## src/rtl/mem_port_arbiter.sv

```systemverilog
// Three-port arbiter for the shared single-ported memory: fixed priority with
// fetch anti-starvation, latched request copy, variable-latency handshake and timeout abort.
module mem_port_arbiter #(
  parameter int DATA_W   = 16,
  parameter int ADDR_W   = 8,
  parameter int MAX_WAIT = 4,
  parameter int TIMEOUT  = 15
) (
  input  logic                clk,
  input  logic                rst_n,
  input  logic [2:0]          req,
  input  logic [2:0]          we,
  input  logic [3*ADDR_W-1:0] addr,
  input  logic [3*DATA_W-1:0] wdata,
  output logic [2:0]          gnt,
  output logic [2:0]          done,
  output logic [2:0]          err,
  output logic [DATA_W-1:0]   rdata,
  output logic                mem_cs,
  output logic                mem_we,
  output logic [ADDR_W-1:0]   mem_addr,
  output logic [DATA_W-1:0]   mem_wdata,
  input  logic [DATA_W-1:0]   mem_rdata,
  input  logic                mem_ready
);

  typedef enum logic {IDLE, BUSY} state_t;

  localparam logic [3:0] MAX_WAIT_C = 4'(MAX_WAIT);
  localparam logic [7:0] TIMEOUT_C  = 8'(TIMEOUT);

  state_t              state_q;
  logic [2:0]          gnt_q, done_q, err_q;
  logic [DATA_W-1:0]   rdata_q, mem_wdata_q;
  logic [ADDR_W-1:0]   mem_addr_q;
  logic                mem_we_q, mem_cs_q;
  logic [3:0]          starv_q, starv_d;
  logic [7:0]          tmo_q, tmo_d;
  logic [1:0]          win_d;

  logic [ADDR_W-1:0]   port_addr  [3];
  logic [DATA_W-1:0]   port_wdata [3];

  for (genvar gi = 0; gi < 3; gi++) begin : g_port
    assign port_addr[gi]  = addr[gi*ADDR_W +: ADDR_W];
    assign port_wdata[gi] = wdata[gi*DATA_W +: DATA_W];
  end

  // Fetch overrides the fixed order once it has lost MAX_WAIT arbitrations in a row.
  always_comb begin
    win_d   = 2'd0;
    starv_d = starv_q;
    if (req[0] && (starv_q >= MAX_WAIT_C)) win_d = 2'd0;
    else if (req[2])                       win_d = 2'd2;
    else if (req[1])                       win_d = 2'd1;
    else                                   win_d = 2'd0;
    if (req[0]) begin
      if (win_d == 2'd0)            starv_d = 4'd0;
      else if (starv_q < MAX_WAIT_C) starv_d = starv_q + 4'd1;
    end
  end

  assign tmo_d = tmo_q + 8'd1;

  always_ff @(posedge clk or negedge rst_n) begin
    if (!rst_n) begin
      state_q     <= IDLE;
      gnt_q       <= '0;
      done_q      <= '0;
      err_q       <= '0;
      rdata_q     <= '0;
      mem_cs_q    <= 1'b0;
      mem_we_q    <= 1'b0;
      mem_addr_q  <= '0;
      mem_wdata_q <= '0;
      starv_q     <= '0;
      tmo_q       <= '0;
    end else begin
      done_q <= '0;
      err_q  <= '0;
      case (state_q)
        IDLE: begin
          tmo_q <= '0;
          if (|req) begin
            state_q     <= BUSY;
            gnt_q       <= 3'b001 << win_d;
            mem_cs_q    <= 1'b1;
            mem_we_q    <= we[win_d];
            mem_addr_q  <= port_addr[win_d];
            mem_wdata_q <= port_wdata[win_d];
            starv_q     <= starv_d;
          end
        end
        BUSY: begin
          tmo_q <= tmo_d;
          // A ready strobe on the timeout cycle still counts as a normal completion.
          if (mem_ready || (tmo_d == TIMEOUT_C)) begin
            if (mem_ready) begin
              done_q <= gnt_q;
              if (!mem_we_q) rdata_q <= mem_rdata;
            end else begin
              err_q <= gnt_q;
            end
            state_q     <= IDLE;
            gnt_q       <= '0;
            mem_cs_q    <= 1'b0;
            mem_we_q    <= 1'b0;
            mem_addr_q  <= '0;
            mem_wdata_q <= '0;
            tmo_q       <= '0;
          end
        end
        default: state_q <= IDLE;
      endcase
    end
  end

  assign gnt       = gnt_q;
  assign done      = done_q;
  assign err       = err_q;
  assign rdata     = rdata_q;
  assign mem_cs    = mem_cs_q;
  assign mem_we    = mem_we_q;
  assign mem_addr  = mem_addr_q;
  assign mem_wdata = mem_wdata_q;

endmodule

```

## config.mk

```make
export PLATFORM = sky130hd
export DESIGN_NAME = mem_port_arbiter
export DESIGN_NICKNAME = d
export VERILOG_FILES = /design/src/rtl/mem_port_arbiter.sv
export SDC_FILE = /design/constraint.sdc
export NUM_CORES = 1
export LEC_CHECK = 0
export BUFFER_PORTS_ARGS = -buffer_cell sky130_fd_sc_hd__buf_2
export CAP_MARGIN = 0
export CORE_MARGIN = 3
export CORE_UTILIZATION = 32
export CTS_CLUSTER_SIZE = 20
export DETAILED_ROUTE_END_ITERATION = 10
export HOLD_SLACK_MARGIN = 0.02
export PLACE_DENSITY_LB_ADDON = 0.05
export SLEW_MARGIN = 20
export SYNTH_ARGS = -nofsm -noshare
export SYNTH_HDL_FRONTEND = slang
export SYNTH_SLANG_ARGS = --single-unit
```

## constraint.sdc

```tcl
create_clock -name clk -period 3.25 [get_ports clk]
set_clock_uncertainty 0.05 [all_clocks]
set_input_delay 0.4875 -clock clk [delete_from_list [all_inputs] [get_ports clk]]
set_output_delay 0.4875 -clock clk [all_outputs]
set_load 0.02 [all_outputs]
```

# Word level (Yosys, flattened, before mapping)
# Index checks and enable logic that the tools add are counted.
dict set report word_totals {
  in_bits 97
  output_inout_bits 51
  n_memories 0
  register_bits 64
  latchBits 0
  mem_bits_rw 0
  romBits 0
}
dict set report op_classes {
  mul 0
  bitwise 3
  n_reduce_logical 8
  shifts 1
  muxes 38
  n_addsub 2
  magnitude_cmp 4
  n_div 0
  eq_ne 3
}
# op count
set op_table {}
lappend op_table {{$mux W16} 4}
lappend op_table {{$mux W8} 5}
lappend op_table {{$bmux W16 S2} 1}
lappend op_table {{$pmux W16 S2} 1}
lappend op_table {{$pmux W8 S2} 2}
lappend op_table {{$mux W3} 8}
lappend op_table {{$bmux W8 S2} 1}
lappend op_table {{$add A8 B1 Y8 const B} 1}
lappend op_table {{$eq A8 B4 Y1 const B} 1}
lappend op_table {{$mux W4} 2}
lappend op_table {{$reduce_and A4 Y1} 2}
lappend op_table {{$mux W1} 7}
lappend op_table {{$pmux W1 S2} 3}
lappend op_table {{$pmux W3 S2} 1}
lappend op_table {{$add A4 B1 Y4 const B} 1}
lappend op_table {{$ge A4 B3 Y1 const B} 1}
lappend op_table {{$lt A4 B3 Y1 const B} 1}
lappend op_table {{$mux W2} 2}
lappend op_table {{$ge A3 B3 Y1 const B} 1}
lappend op_table {{$lt A2 B3 Y1 const B} 1}
lappend op_table {{$not A2 Y3} 1}
lappend op_table {{$reduce_or A3 Y1} 1}
lappend op_table {{$shl A1 B2 Y3 const A} 1}
lappend op_table {{$bmux W1 S2} 1}
lappend op_table {{other kinds (8)} 9}

# Depth between registers and ports, before layout
dict set report logic_depth {
  ltp_word 9
  ltp_mapped 7
}

# Worst setup path after synthesis
# Ideal clock, no wire load.
dict set report synth_path {
  path_kind {register to register}
  startpoint {reg tmo_q[1]}
  endpoint {reg mem_addr_q[5], in the netlist mem_addr[5]}
  arrival_ns 1.856
  setup_time_ns 0.126
  required_ns 3.074
  slack_ns 1.218
  stages_incl_launch_ff 8
  n_path_buf 1
  cell_sequence {dfrtp_1 ha_1 and3_1 a41o_2 o211ai_4 o21a_4 buf_6 a221o_1}
}
dict set report synth_between {
  elab_chain_cells 5
}
# element line_no
set synth_lines {}
lappend synth_lines {{start: declaration} 38} ;# logic [7:0] tmo_q, tmo_d;
lappend synth_lines {{start signal: assignment} 95} ;# tmo_q <= tmo_d;
lappend synth_lines {{$add A8 B1 Y8} 63} ;# assign tmo_d = tmo_q + 8'd1;
lappend synth_lines {{$eq A8 B4 Y1} 97} ;# if (mem_ready || (tmo_d == TIMEOUT_C)) begin
lappend synth_lines {{$logic_or A1 B1 Y1} 97}
lappend synth_lines {{$ne A2 B1 Y1 (no line)} --}
lappend synth_lines {{$reduce_and A2 Y1 (no line)} --}
lappend synth_lines {{end signal: assignment} 89} ;# mem_addr_q <= port_addr[win_d];
lappend synth_lines {{end: declaration} 35} ;# logic [ADDR_W-1:0] mem_addr_q;
# No other way between the ends.
# A chain may end at the register's enable or synchronous reset.

# Final worst setup path
dict set report layout_path {
  startpoint {reg tmo_q[0]}
  endpoint {reg mem_addr_q[2], in the netlist mem_addr[2]}
}
# The elaborated chain is that of the path after synthesis.

==> results.yml <==
outcome:
  status: "completed"
detailed_routing:
  routedWlPerCell_um: 15.8
  avgViaCountPerCell: 5.02
  ant_nets: 0
  first_iter_violations: 167
  drc: 0
  wirelength_mm: 8.45
  num_vias: 2679
  drtPass1Iterations: 5
floorplanning:
  dieArea_mm2: 0.0107
  row_count: 34
  initial_core_util_pct: 33.9
  die_w_um: 103
  io-pin-count: 148
  placeableCoreArea_mm2: 0.00898
  chipHeight_um: 103
critical_path:
  cp_slowest_cell: "dfrtp_1"
  crit_family: "compound AO/OA/AOI/OAI gates"
  cp.arrival_ns: 2.40
  ff2ff_path_depth: 6
  cp_max_fo: 25
  crit_chain: "ha_1 -> and3_1 -> a41o_2 -> o211ai_4 -> o21a_4 -> a221o_1"
  r2r_slack_ns: 1.03
  end_kind: "flip-flop"
  critPathLaunchType: "flip-flop"
  r2r_end: "mem_addr[2]$_DFFE_PN0P_"
  cp_data_required_time_ns: 3.42
  critPathKind: "flip-flop to flip-flop"
  cp.buffers_inverters: 0
  r2r-start: "tmo_q[0]$_DFF_PN0_"
  cpPeakStageDelay_ns: 0.49
grt:
  grt_pass1_vias: 2528
  grt_max_degree: 65
  track_usage_pct: 15.6
  grt_remaining_overflow: 0
  grt_pass1_wl_mm: 12.6
  antenna_found_initial: 0
synthesis:
  synthFlopType: "dfrtp_1"
  synth.area.top_cells: "dfrtp_1 (53%), a221o_1 (8.2%), a222oi_1 (8.2%)"
  postSynthCellCount: 258
  async_flop_share_pct: 100
  synth.cell_area_mm2: 0.00304
  synth_top_area_share_pct: 52.7
  synth.largest_area_cell: "dfrtp_1"
  yosys-top-cells-count: "dfrtp_1 (64), inv_1 (32), a221o_1 (25), a222oi_1 (25), mux2_2 (16)"
  syn_nets: 358
  synth_edf_count: 0
  yosys_register_bits: 64
  syn_avg_cell_area_um2: 11.8
  synth_most_common_cell: "dfrtp_1"
  yosysUniqueCellTypes: 38
  ys_seq_area_share_pct: 52.7
  yosys_warnings: 0
layout:
  antenna_cells: 0
  area_growth_pct: 33.5
  drive_above_1_share_pct: 47.1
  fin_cells: 534
  n_fill_cell: 889
  multi_input_area_mm2: 0.00122
  ff_latch_area_mm2: 0.00160
  nets: 503
timing:
  setup_tns_ns: 0
  fmax_mhz: 450
  slew_headroom_pct: 45.2
  setup_viol: 0
  hold_viol: 0
  finalCritPeriodShare_pct: 68.4
  tightest_slew_ns: 0.822
  grt_setup_unrepaired: "no"
  maxSlewViolCount: 0
  final.min_clock_period_ns: 2.22
cts:
  cts_setup_buffers: 0
  clock-sinks: 64
  cts_buffers: 9
  ctsHoldBuffers: 0
  worstSkewPairLatency_ns: 0.35
  clk_path_buf_depth: 2
  cts_root_buf: "clkbuf_8"
  cts_tree: "built"
  htreeDepth: 3
  path_clk_slew_ns: 0.08
  ctsResizeCount: 0
power:
  p_per_area_mw_per_mm2: 769
  vdd_drop_max_mv: 0.223
  power.leakage_uw: 0.00216
placement:
  port_buffers: 147
  dp.cells: 518
  dp_hpwl_mm: 5.85
  place_congestion: 0.844
flow_run:
  max-cap-violations: 0
worst_hold_path:
  min_path_type: "primary input to asynchronous set/reset pin"
==> metrics by stage <==
step | hold WS (ns) | area, um2 | setup slack [ns] | utilization (%) | total power (uW)
2_1_floorplan | 0.142 | 3040 | 1.22 | - | 2030
3_3_place_gp | 0.421 | 3860 | 0.959 | 43.0 | 2450
3_5_place_dp | 0.437 | 3860 | 0.923 | 43.0 | 2470
4_1_cts | 0.294 | 4050 | 1.02 | 45.2 | 3170
5_1_grt | 0.302 | 4060 | 0.887 | 45.2 | 3330
6_report | 0.261 | 4060 | 1.03 | 45.2 | 3120
==> cell type report <==
class | instances | area share (%)
clock buffer | 10 | 3.15
clock inverter | 6 | 1.73
inverter | 32 | 2.96
multi-input combinational | 146 | 30.1
sequential | 64 | 39.5
tap | 126 | 3.89
timing repair buffer | 150 | 18.7
==> sequential cells by signal, summed over array words and instances (netlist names) <==
name,cells
starv_q,4
mem_addr,8
err,3
mem_cs,1
tmo_q,8
mem_wdata,16
mem_we,1
rdata,16
state_q,1
gnt,3
done,3
==> worst max path at each step <==
stage | startpoint | to | slack [ns] | cells past startpoint
after floorplan | tmo_q[1]$_DFF_PN0_ | mem_addr[5]$_DFFE_PN0P_ | 1.22 | 7
after global placement | req[0] | mem_addr[4]$_DFFE_PN0P_ | 0.96 | 6
after detailed placement | req[0] | mem_addr[4]$_DFFE_PN0P_ | 0.92 | 6
after CTS | tmo_q[0]$_DFF_PN0_ | mem_addr[2]$_DFFE_PN0P_ | 1.02 | 6
after global routing | tmo_q[0]$_DFF_PN0_ | mem_wdata[13]$_DFFE_PN0P_ | 0.89 | 6
final | tmo_q[0]$_DFF_PN0_ | mem_addr[2]$_DFFE_PN0P_ | 1.03 | 6
==> placed cells by master (no fill, tap or decap), drive strengths merged, types with 2 or more instances in the layout <==
master,n
nand2b,4
mux2,16
a21bo,2
xnor2,4
nor2b,2
and3,7
clkinvlp,3
clkbuf,10
nand3b,3
a222oi,25
o21ai,8
xor2,2
a21oi,3
nand2,6
dfrtp,64
nand3,3
buf,150
nor4,3
clkinv,2
a31oi,3
nor3,3
ha,3
nor2,14
inv,32
a221o,25
==> logic make-up after synthesis <==
family | count (synthesis) | share of synthesized area (%)
compound gates | 73 | 22.7
flops | 64 | 52.7
buf+inv | 48 | 7.41
simple gates | 48 | 8.27
mux | 16 | 5.93
xor+xnor | 6 | 1.73
fa+ha+maj | 3 | 1.24
==> worst register-to-register path, stage by stage (launching register included) <==
cell and delay [ns]:
dfrtp_1 0.49, ha_1 0.29, and3_1 0.23, a41o_2 0.22
o211ai_4 0.10, o21a_4 0.33, a221o_1 0.39
==> report_power, final <==
part / internal [uW] / switching, uW / leakage [uW] / total [uW]
logic: 483 / 685 / 0.00125 / 1170
registers: 1060 / 199 / 0.000818 / 1260
clock network: 357 / 335 / 0.0000887 / 692
==> metal layers <==
layer  track usage [%]  vias up  routed length, um
met3              5.37        9                760
met4              5.68        0                103
met5                 0        -                  0
met2              23.8      116               3790
met1              20.7     1271               3790
li1                  -     1283                  -
No activity file was read; power rests on OpenSTA's default activity.
